File: src/rtl/trivium_pkg.sv
// Shared Trivium constants, tap positions, FSM encoding and the key/IV load mapping.
package trivium_pkg;

    localparam int unsigned TRIV_STATE_W = 288;
    localparam int unsigned TRIV_KEY_W   = 80;
    localparam int unsigned TRIV_IV_W    = 80;

    // r[i] holds s(i+1)
    localparam int unsigned TAP_T1_OUT  = 65;
    localparam int unsigned TAP_T1_LAST = 92;
    localparam int unsigned TAP_T1_AND0 = 90;
    localparam int unsigned TAP_T1_AND1 = 91;
    localparam int unsigned TAP_T1_FB   = 170;

    localparam int unsigned TAP_T2_OUT  = 161;
    localparam int unsigned TAP_T2_LAST = 176;
    localparam int unsigned TAP_T2_AND0 = 174;
    localparam int unsigned TAP_T2_AND1 = 175;
    localparam int unsigned TAP_T2_FB   = 263;

    localparam int unsigned TAP_T3_OUT  = 242;
    localparam int unsigned TAP_T3_LAST = 287;
    localparam int unsigned TAP_T3_AND0 = 285;
    localparam int unsigned TAP_T3_AND1 = 286;
    localparam int unsigned TAP_T3_FB   = 68;

    typedef enum logic [1:0] {
        TRIV_IDLE,
        TRIV_INIT,
        TRIV_RUN
    } triv_state_e;

    function automatic logic [TRIV_STATE_W-1:0] triv_load(
        input logic [TRIV_KEY_W-1:0] key,
        input logic [TRIV_IV_W-1:0]  iv
    );
        logic [TRIV_STATE_W-1:0] s;
        s            = '0;
        s[79:0]      = key;
        s[172:93]    = iv;
        s[287:285]   = 3'b111;
        return s;
    endfunction

endpackage

File: src/rtl/trivium_round_unroll.sv
// W Trivium rounds unrolled combinationally; z[j] is the output bit of round j.
module trivium_round_unroll
    import trivium_pkg::*;
#(
    parameter int unsigned W = 1
) (
    input  logic [TRIV_STATE_W-1:0] state_in,
    output logic [TRIV_STATE_W-1:0] state_out,
    output logic [W-1:0]            z
);

    logic [TRIV_STATE_W-1:0] s;
    logic t1, t2, t3;

    always_comb begin
        s  = state_in;
        z  = '0;
        t1 = 1'b0;
        t2 = 1'b0;
        t3 = 1'b0;
        for (int unsigned j = 0; j < W; j++) begin
            t1   = s[TAP_T1_OUT] ^ s[TAP_T1_LAST];
            t2   = s[TAP_T2_OUT] ^ s[TAP_T2_LAST];
            t3   = s[TAP_T3_OUT] ^ s[TAP_T3_LAST];
            z[j] = t1 ^ t2 ^ t3;
            t1   = t1 ^ (s[TAP_T1_AND0] & s[TAP_T1_AND1]) ^ s[TAP_T1_FB];
            t2   = t2 ^ (s[TAP_T2_AND0] & s[TAP_T2_AND1]) ^ s[TAP_T2_FB];
            t3   = t3 ^ (s[TAP_T3_AND0] & s[TAP_T3_AND1]) ^ s[TAP_T3_FB];
            s    = {s[286:177], t2, s[175:93], t1, s[91:0], t3};
        end
        state_out = s;
    end

endmodule

File: src/rtl/trivium_stream_gen.sv
// Trivium keystream generator with valid/ready output; TRIVIUM_XOR_EN adds a din stream XORed into ks_data.
module trivium_stream_gen
    import trivium_pkg::*;
#(
    parameter int unsigned W           = 1,
    parameter int unsigned INIT_ROUNDS = 1152
) (
    input  logic                  clk,
    input  logic                  rst,
    input  logic [TRIV_KEY_W-1:0] key,
    input  logic [TRIV_IV_W-1:0]  iv,
    input  logic                  load,
    output logic                  busy,
    output logic                  ks_valid,
    input  logic                  ks_ready,
    output logic [W-1:0]          ks_data
`ifdef TRIVIUM_XOR_EN
    ,
    input  logic [W-1:0]          din,
    input  logic                  din_valid,
    output logic                  din_ready
`endif
);

    localparam int unsigned INIT_CLKS = INIT_ROUNDS / W;
    localparam int unsigned CNT_W     = $clog2(INIT_CLKS + 1);
    localparam logic [CNT_W-1:0] CNT_LAST = CNT_W'(INIT_CLKS - 1);

    triv_state_e state, state_next;

    logic [TRIV_STATE_W-1:0] r, step_in, step_out;
    logic [W-1:0]            z, word;
    logic [CNT_W-1:0]        cnt;
    logic                    slot_free, init_done, advance, emit;

    assign slot_free = !ks_valid || ks_ready;
    assign init_done = (cnt == CNT_LAST);

    // The load edge already runs the first W warm-up rounds on the fresh state, so
    // the first word is registered on the edge right after busy's last cycle.
    always_comb step_in = load ? triv_load(key, iv) : r;

    trivium_round_unroll #(.W(W)) u_round (
        .state_in  (step_in),
        .state_out (step_out),
        .z         (z)
    );

`ifdef TRIVIUM_XOR_EN
    assign word = z ^ din;
`else
    assign word = z;
`endif

    always_ff @(posedge clk) begin
        if (rst) state <= TRIV_IDLE;
        else     state <= state_next;
    end

    always_comb begin
        state_next = state;
        case (state)
            TRIV_IDLE: state_next = TRIV_IDLE;
            TRIV_INIT: if (init_done) state_next = TRIV_RUN;
            TRIV_RUN:  state_next = TRIV_RUN;
            default:   state_next = TRIV_IDLE;
        endcase
        if (load) state_next = TRIV_INIT;
    end

    always_comb begin
        busy    = (state == TRIV_INIT);
        advance = 1'b0;
        emit    = 1'b0;
`ifdef TRIVIUM_XOR_EN
        din_ready = 1'b0;
        case (state)
            TRIV_INIT: advance = !init_done;
            TRIV_RUN: begin
                din_ready = slot_free;
                advance   = slot_free && din_valid;
                emit      = advance;
            end
            default: ;
        endcase
`else
        case (state)
            TRIV_INIT: begin
                advance = !init_done;
                emit    = init_done;
                if (init_done) advance = 1'b1;
            end
            TRIV_RUN: begin
                advance = slot_free;
                emit    = slot_free;
            end
            default: ;
        endcase
`endif
    end

    always_ff @(posedge clk) begin
        if (rst) begin
            r        <= '0;
            cnt      <= '0;
            ks_valid <= 1'b0;
            ks_data  <= '0;
        end else if (load) begin
            r        <= step_out;
            cnt      <= '0;
            ks_valid <= 1'b0;
        end else begin
            if (advance) r <= step_out;
            if (state == TRIV_INIT) cnt <= cnt + 1'b1;
            if (emit) begin
                ks_data  <= word;
                ks_valid <= 1'b1;
            end else if (ks_ready) begin
                ks_valid <= 1'b0;
            end
        end
    end

endmodule
File: config.mk
export PLATFORM = sky130hd
export DESIGN_NAME = trivium_stream_gen
export DESIGN_NICKNAME = d
export VERILOG_FILES = /design/src/rtl/trivium_pkg.sv /design/src/rtl/trivium_round_unroll.sv /design/src/rtl/trivium_stream_gen.sv
export SDC_FILE = /design/constraint.sdc
export NUM_CORES = 1
export LEC_CHECK = 0
export BUFFER_PORTS_ARGS = -buffer_cell sky130_fd_sc_hd__buf_2
export CAP_MARGIN = 20
export CORE_MARGIN = 2
export CORE_UTILIZATION = 50
export DETAILED_ROUTE_END_ITERATION = 8
export MAX_ROUTING_LAYER = met4
export PLACE_DENSITY = 0.8
export SYNTH_ARGS = -nofsm -noshare
export SYNTH_HDL_FRONTEND = slang
export SYNTH_SLANG_ARGS = --single-unit
File: constraint.sdc
create_clock -name clk -period 3.1 [get_ports clk]
set_input_delay 0.465 -clock clk [delete_from_list [all_inputs] [get_ports clk]]
set_output_delay 0.465 -clock clk [all_outputs]
set_load 0.03 [all_outputs]
==> reports/results.env, run 1 <==
POWER_PER_CELL_AREA_nW_PER_UM2=609.2
MAXCLOCKFREQUENCY_MHz=423.2
R2R-START='state[0]$_SDFFE_PP0P_'
LAYOUT.CELLS.MOST_COMMON_LIST='sky130_fd_sc_hd__nand2_1, sky130_fd_sc_hd__dfxtp_1, sky130_fd_sc_hd__nor2_1'
SYNTH_LARGEST_TYPE_AREA_FRACTION_PCT=49.88
USE_MET1_PCT=29.72
YS_TOP_CELLS_BY_AREA='sky130_fd_sc_hd__dfxtp_1, sky130_fd_sc_hd__nand2_1, sky130_fd_sc_hd__a311oi_1'
MAX-VDD-IR-DROP_uV=395.8
SYNTH_ENABLE_FLOP_CELLS=0
SYNTHDOMINANTAREACELLTYPE='sky130_fd_sc_hd__dfxtp_1'
DRIVE_GT1_SHARE_PCT=15.33
CRITICAL_PATH.REG2REG.ENDPOINT='r[69]$_SDFFE_PP0P_'
GP_CONGESTION=0.8378
CLOCK_INSERTION_DELAY_WORST_SKEW_NS=0.55
CLOCK_SKEW_NS=0.009046
CRITICAL_PATH.STARTPOINT_TYPE='flop'
YOSYS_SYNTHESIS_WARNING_COUNT=0
SYN2LAYOUT_AREA_GROWTH_PCT=16.58
SETUP_VIOL=0
POWER.STATIC_LEAKAGE_nW=5.118
RSZ0062_AT_GRT='false'
YS_ASYNC_SR_FRACTION_PCT=0
CLOCK_SINKS=303
TIMING_MAX_TRANSITION_VIOLATIONS_FINAL=0
NUMBER_OF_ANTENNA_VIOLATIONS_AT_THE_FIRST_CHECK_IN_GLOBAL_ROUTING=1
CTSHTREEMAXLEVEL=1
SLEW-LIMIT-HEADROOM_PCT=33.34
SETUP.WORST_PATH.CLASS='flop to flop'
GR-USAGE-ALL-LAYERS_PCT=21.40
ANTENNA_LEFT=0
FINALWORSTPATHREQUIREDPERIOD_NS=2.363
TOP_LEVEL_PORTS=167
OUTCOME='complete, no violations'
WORST_HOLD_PATH_TYPE='primary input to flop'
YOSYSUNIQUECELLTYPES=46
CLKSLEWWORSTSETUPHOLDPATHS_NS=0.06
SYN_NETS=1711
CTS.HOLD.BUFFERS_ADDED=0
DESIGN.CORE.AREA_SQ_UM=24110
NUMPORTBUFFERS=166
TRITONCTS.NUM_BUFFERS=30
AREA.SEQUENTIAL_SQ_UM=6066
MASTER_CELL_OF_THE_CLOCK_ROOT_BUFFER='sky130_fd_sc_hd__clkbuf_16'
GLOBALROUTEOVERFLOWTOTAL=0
MAX-CAP-VIOLATIONS=0
GRT-BUSIEST-LAYER='met2'
CRITICAL_PATH_DATA_REQUIRED_TIME_NS=3.54
DIEAREA_SQ_UM=25580
DETAIL_ROUTE.DRC_VIOLATIONS=0
CTS_MAX_PATH_BUFFERS=3
GRT_MAX_DEGREE=165
FOOTPRINT_OF_THE_MULTI_INPUT_GATES_SQ_UM=5443
OVERALL_POWER_AFTER_LAYOUT_W=0.008635
DIE_W_UM=160.0
MET2_TRACK_DEMAND_OVER_RESOURCE_PCT=33.04
FINISH.NET_COUNT=1807
STARTING_DENSITY_OF_THE_CORE_PCT=50.45
DIE_H_UM=160.0
POSTCTSSETUPREPAIRBUFS=0
TIMING.CRITICAL_PATH.TO='r[69]$_SDFFE_PP0P_'
ROUTE.DETAILED.WL_PER_INST_UM=13.90
POST_SYNTH_INST_COUNT=1544
PLACE_WORST_SETUP_SLACK_NS=0.7581
TOTAL_NUMBER_OF_VIAS=10820
TIMING.CRITICAL_PATH.FANOUT_MAX=52
WORST_SETUP_PATH_END_KIND='flop'
TIMING.REG2REG.SETUP_SLACK_NS=0.74
YS_SEQ_ELEMENTS=303
FINAL_HOLD_VIOL_COUNT=0
TIGHTESTPINTRANSITION_NS=0.9999
CTS_TREE='built'
ROW_COUNT=57
PREDOMINANT_POST_SYNTHESIS_FLOP_CELL='sky130_fd_sc_hd__dfxtp_1'
ROUTED_VIA_DENSITY=5.440
SYNTH-SEQ-AREA-SHARE_PCT=49.88
FIRST_GLOBAL_VIAS=9709
AVGSYNTHCELLAREA_SQ_UM=7.876
CP_DATA_ARRIVAL_TIME_NS=2.80
SYNTH_AREA_SQ_UM=12160
FILL_CELLS=2149
ROUTED_WL_MM=27.64
DRTPASS1ITERATIONS=5
DRT_ITER0_MARKERS=1218
WIRE_LENGTH_OF_THE_FIRST_GLOBAL_ROUTING_PASS_MM=46.06
REG2REG_DEPTH=7
SETUP_TNS_FINAL_NS=0
PLACE_HPWL_MM=16.89
POST_CTS_RESIZE_COUNT=0
LAYOUT_COMMONEST_CELL='sky130_fd_sc_hd__nand2_1'
PERIOD_SHARE_PCT=76.22
SOURCE_OF_THE_CRITICAL_TIMING_PATH='state[0]$_SDFFE_PP0P_'
GLOBAL_ROUTE.USAGE.MET3_PCT=3.013
FINALWORSTSETUPSLACK_NS=0.7371
-- critical path, stage by stage, from the launching register on --
cell and delay [ns]:
sky130_fd_sc_hd__dfxtp_1 0.36, sky130_fd_sc_hd__inv_1 0.06, sky130_fd_sc_hd__ha_1 0.35, sky130_fd_sc_hd__nand2b_2 0.20
sky130_fd_sc_hd__o21a_4 0.59, sky130_fd_sc_hd__buf_4 0.33, sky130_fd_sc_hd__nand2_1 0.09, sky130_fd_sc_hd__a311oi_1 0.29
-- Yosys cell counts, drive strengths merged (3+ instances only) --
| cell type | n |
|---|---|
| nand2 | 579 |
| a311oi | 160 |
| nor2b | 3 |
| clkbuf | 76 |
| inv | 6 |
| nand4 | 6 |
| nand2b | 3 |
| buf | 57 |
| ha | 3 |
| dfxtp | 303 |
| xor2 | 7 |
| nor2 | 175 |
| xnor2 | 7 |
| a21oi | 126 |
| a31oi | 3 |
-- area by class of cell --
cell class / count / area share [%]
clock buffers: 47 / 6.602
multi-input cells: 1102 / 38.39
clock inverters: 8 / 0.7061
well taps: 324 / 2.860
repair buffers: 197 / 8.402
flip-flops and latches: 303 / 42.79
inverters: 6 / 0.2118
diodes: 2 / 0.03530
-- logic make-up (layout without fill, tap and decap cells) --
family / count (synthesis) / count (layout) / share of synthesized area, %
simple gates: 778 / 778 / 24.68
mux: 1 / 1 / 0.08232
fa+ha+maj: 3 / 3 / 0.3087
other cells: 0 / 2 / 0
buf+inv: 139 / 258 / 5.484
xor+xnor: 17 / 17 / 1.646
compound gates: 303 / 303 / 17.91
flops: 303 / 303 / 49.88
-- layer usage --
metal / up-vias / routed length (um)
met2: 302 / 12690
met5: - / 0
met1: 5052 / 12900
met3: 49 / 1402
li1: 5418 / -
met4: 0 / 650
-- state kept, by name, indices dropped and copies added, names as in the netlist --
register  count
r           288
ks_valid      1
ks_data       1
cnt          11
state         2
-- power by group --
group	internal, W	switching [W]
combinational	0.000292	0.000460
sequential	0.00406	0.0000885
clock	0.00223	0.00150
total	0.00659	0.00205
-- metrics by stage --
step           area, sq um  std cells  hold slack [ns]  util [%]
6_report             14180       1989           0.1854     58.81
2_1_floorplan        12160       1544           0.4321         -
5_1_grt              14170       1988           0.1818     58.80
3_3_place_gp         13140       1932           0.4365     54.49
3_5_place_dp         13140       1932           0.4434     54.49
4_1_cts              14170       1987           0.1731     58.79
-- worst min-delay path by stage --
| stage | from | end | slack (ns) | cells past startpoint |
|---|---|---|---|---|
| 3_5_place_dp | r[202]$_SDFFE_PP0P_ | r[203]$_SDFFE_PP0P_ | 0.44 | 2 |
| 6_report | key[21] | r[22]$_SDFFE_PP0P_ | 0.19 | 3 |
| 5_1_grt | key[18] | r[19]$_SDFFE_PP0P_ | 0.18 | 3 |
| 2_1_floorplan | r[178]$_SDFFE_PP0P_ | r[179]$_SDFFE_PP0P_ | 0.43 | 2 |
| 4_1_cts | iv[28] | r[122]$_SDFFE_PP0P_ | 0.17 | 3 |
| 3_3_place_gp | r[195]$_SDFFE_PP0P_ | r[196]$_SDFFE_PP0P_ | 0.44 | 2 |
Power figures use the tool's default switching activity.
==> run 2, diff against run 1 <==
Settings changed: ABC_AREA set to 1, PLACE_DENSITY 0.8 to 0.82.
Clock period 3.1 ns to 2.1 ns, I/O delays scaled along.
==> run 2 against run 1 <==
  * Non-clock buffer count decreased by 5
  * Clock skew increased by 0.014 ns
  * Worst hold slack got worse by 0.15 ns
  * Critical endpoint is now r[116]$_SDFFE_PP0P_
==> reports/results.env, run 2 <==
MAX-VDD-IR-DROP_uV=740.6  # +87%
TRITONCTS.NUM_BUFFERS=31  # +3.3%
CLKSLEWWORSTSETUPHOLDPATHS_NS=0.06  # about the same
TIMING_MAX_TRANSITION_VIOLATIONS_FINAL=0  # unchanged
FINAL_HOLD_VIOL_COUNT=0  # unchanged
LARGEST_REGISTERS='r (288), cnt (11), state (2)'
YOSYSUNIQUECELLTYPES=34  # -26%
SYN2LAYOUT_AREA_GROWTH_PCT=15.51
SYNTH-SEQ-AREA-SHARE_PCT=46.02  # -3.9 points
MAX-CAP-VIOLATIONS=0  # unchanged
DIEAREA_SQ_UM=27680  # +8.2%
POWER.STATIC_LEAKAGE_nW=5.912  # +16%
WIRE_LENGTH_OF_THE_FIRST_GLOBAL_ROUTING_PASS_MM=48.31  # +4.9%
PLACE_INST=2082  # +7.8%
PREDOMINANT_POST_SYNTHESIS_FLOP_CELL='sky130_fd_sc_hd__dfxtp_1'
ROUTED_VIA_DENSITY=5.259  # -3.3%
FIRST_GLOBAL_VIAS=10350  # +6.6%
SLEW-LIMIT-HEADROOM_PCT=38.20  # +4.9 points
NUMPORTBUFFERS=166  # unchanged
GRT_MAX_DEGREE=136  # -18%
CP_DATA_ARRIVAL_TIME_NS=2.45  # -0.35 ns
REGISTERS.TOP_BY_FF_COUNT='r'
OUTCOME='complete, no violations'
SYNTH_LARGEST_TYPE_AREA_FRACTION_PCT=46.02  # -3.9 points
CTS.HOLD.BUFFERS_ADDED=0  # unchanged
DOMINANT_CELL_BY_COUNT_IN_THE_SYNTHESIZED_NETLIST='sky130_fd_sc_hd__nand2_1'
DETAILED_PLACE.AREA_SQ_UM=14040  # +6.9%
TIGHTESTPINTRANSITION_NS=0.9270  # -0.07283 ns
SETUP_VIOL=0  # unchanged
WORST_SETUP_PATH_END_KIND='flop'
ANTENNA_LEFT=0  # unchanged
ROUTE.DETAILED.WL_PER_INST_UM=13.71  # -1.4%
STARTING_DENSITY_OF_THE_CORE_PCT=50.72  # +0.28 points
SETUP_TNS_FINAL_NS=0  # unchanged
CRITPATHSLOWESTCELL='sky130_fd_sc_hd__dfxtp_1'
POSTCTSSETUPREPAIRBUFS=0  # unchanged
FINISH.NET_COUNT=1949  # +7.9%
FOOTPRINT_OF_THE_MULTI_INPUT_GATES_SQ_UM=6232  # +15%
MAXCLOCKFREQUENCY_MHz=503.8  # +19%
PATH_COMMON_CELL='sky130_fd_sc_hd__inv_1'
YS_ASYNC_SR_FRACTION_PCT=0  # unchanged
NUMBER_OF_ANTENNA_VIOLATIONS_AT_THE_FIRST_CHECK_IN_GLOBAL_ROUTING=1  # unchanged
STDCELL_COUNT=2140  # +7.6%
FINALWORSTPATHREQUIREDPERIOD_NS=1.985  # -0.3778 ns
CLOCK_SINKS=303  # unchanged
DESIGN.CORE.AREA_SQ_UM=25980  # +7.8%
YS_SEQ_ELEMENTS=303  # unchanged
CRITICAL_PATH.STARTPOINT_TYPE='flop'
LAYOUT.CELLS.MOST_COMMON_LIST='sky130_fd_sc_hd__nand2_1, sky130_fd_sc_hd__dfxtp_1, sky130_fd_sc_hd__buf_2'
SYNTHDOMINANTAREACELLTYPE='sky130_fd_sc_hd__dfxtp_1'
ROW_COUNT=59  # +3.5%
CTSHTREEMAXLEVEL=1  # unchanged
MASTER_CELL_OF_THE_CLOCK_ROOT_BUFFER='sky130_fd_sc_hd__clkbuf_16'
TIMING.CRITICAL_PATH.CELLS='inv_1 -> ha_1 -> inv_1 -> nand2_4 -> nor2_8 -> buf_12 -> buf_16 -> nand2_2 -> a31oi_2'
RSZ0062_AT_GRT='false'
TOTAL_NUMBER_OF_VIAS=11260  # +4.0%
PLACE_HPWL_MM=17.68  # +4.7%
YS_TOP_CELLS_BY_AREA='sky130_fd_sc_hd__dfxtp_1, sky130_fd_sc_hd__nand2_1, sky130_fd_sc_hd__a31oi_2'
GR-USAGE-ALL-LAYERS_PCT=20.58  # -0.82 points
LARGEST_REGISTER_FFS=288  # unchanged
CTS_MAX_PATH_BUFFERS=3  # unchanged
GLOBALROUTEOVERFLOWTOTAL=0  # unchanged
PERIOD_SHARE_PCT=94.52  # +18 points
PLACE_WORST_SETUP_SLACK_NS=0.1078  # -0.6503 ns
STDCELL_AREA_SQ_UM=15220  # +7.4%
GP_CONGESTION=0.8395  # +0.20%
FILL_CELLS=2216  # +3.1%
WORST_HOLD_PATH_TYPE='primary input to flop'
TOP_LEVEL_PORTS=167  # unchanged
TIMING.CRITICAL_PATH.FANOUT_MAX=33  # -37%
DRIVE_GT1_SHARE_PCT=25.17  # +9.8 points
POST_SYNTH_INST_COUNT=1680  # +8.8%
DRT_ITER0_MARKERS=1058  # -13%
DETAIL_ROUTE.DRC_VIOLATIONS=0  # unchanged
SYNTH_ENABLE_FLOP_CELLS=0  # unchanged
AVGSYNTHCELLAREA_SQ_UM=7.845  # -0.39%
SYN_NETS=1847  # +7.9%
DRTPASS1ITERATIONS=5  # unchanged
CRITICAL_PATH_DATA_REQUIRED_TIME_NS=2.57  # -0.97 ns
CLOCK_SKEW_NS=0.02260  # +0.01355 ns
SYNTH_AREA_SQ_UM=13180  # +8.4%
DIE_W_UM=166.4  # +4.0%
FINALWORSTSETUPSLACK_NS=0.1150  # -0.6222 ns
CTS_TREE='built'
LAYOUT_COMMONEST_CELL='sky130_fd_sc_hd__nand2_1'
SETUP.WORST_PATH.CLASS='flop to flop'
CRITPATHMAXSTAGEDELAY_NS=0.36  # -0.23 ns
AREA.SEQUENTIAL_SQ_UM=6066  # unchanged
CLOCK_INSERTION_DELAY_WORST_SKEW_NS=0.56  # about the same
ROUTED_WL_MM=29.33  # +6.1%
DIE_H_UM=166.4  # +4.0%
YOSYS_SYNTHESIS_WARNING_COUNT=0  # unchanged
POWER_PER_CELL_AREA_nW_PER_UM2=884.4  # +45%
YS_TOP_CELLS_BY_COUNT='sky130_fd_sc_hd__nand2_1, sky130_fd_sc_hd__dfxtp_1, sky130_fd_sc_hd__a21oi_1'
==> run 2: changes by cell type in the layout (fill, tap and decap cells not counted), sizes merged, moves of 30 or more <==
cell,change
nand3,+30
a311oi,-160
o21ai,+62
nor2,-52
a31oi,+109
nand2,+114
nor3,+48
==> run 2: per-stage QoR <==
stage	total power [W]	utilization [%]	hold slack, ns
floorplan	0.007299	-	0.4360
global placement	0.007643	54.04	0.4501
detailed placement	0.007686	54.04	0.4551
CTS	0.01355	58.28	0.01255
global route	0.01399	58.59	0.03612
finish	0.01346	58.59	0.03371
==> run 2: repair_timing <==
| item | CTS | global route |
|---|---|---|
| resized for setup | 0 | 6 |
| endpoints found under the setup margin | 0 | 61 |
| endpoints found under the hold margin | 0 | 0 |
==> run 2: path summary, 6_finish.rpt <==
kind,end,slack [ns],startpoint,cells past startpoint
min reg2reg,r[281]$_SDFFE_PP0P_,0.46,r[281]$_SDFFE_PP0P_,2
max,r[116]$_SDFFE_PP0P_,0.11,state[0]$_SDFFE_PP0P_,9
max reg2reg,r[116]$_SDFFE_PP0P_,0.11,state[0]$_SDFFE_PP0P_,9
min,r[172]$_SDFFE_PP0P_,0.03,iv[78],3
==> run 2: area by class of cell <==
cell class              instances  area share [%]
diodes                          1         0.01644
well taps                     335           2.753
multi-input cells            1221           40.94
clock buffers                  44           5.942
inverters                      33          0.8711
flip-flops and latches        303           39.84
clock inverters                11           1.290
repair buffers                192           8.350
==> run 2: cell families after synthesis <==
logic type,count (synthesis),share of synthesized area (%)
AOI/OAI and AO/OA,310,17.87
adders and majority gates,3,0.2848
buffers and inverters,156,6.693
and+or+nand+nor,903,28.80
xor gates and xnor gates,5,0.3323
DFF,303,46.02
==> run 2: critical path, delay by kind of cell (launching register included) <==
kind / cells / cell delay [ns]
compound gates: 1 / 0.18
fa+ha+maj: 1 / 0.34
simple gates: 3 / 0.37
flops: 1 / 0.36
buf+inv: 4 / 0.62
==> run 2: per-layer routing <==
metal,track usage (%),vias up,share of wire [%]
met1,28.57,5226,47
met2,32.25,310,46
met5,-,-,0
met4,4.085,0,1.5
met3,2.931,41,5.5
li1,-,5678,-
==> run 2: where the power goes <==
group	internal (W)	leakage, nW	switching [W]
Sequential	0.00607	2.48	0.000166
Clock	0.00360	0.539	0.00227
Combinational	0.000525	2.89	0.000836
Total	0.0102	5.91	0.00327
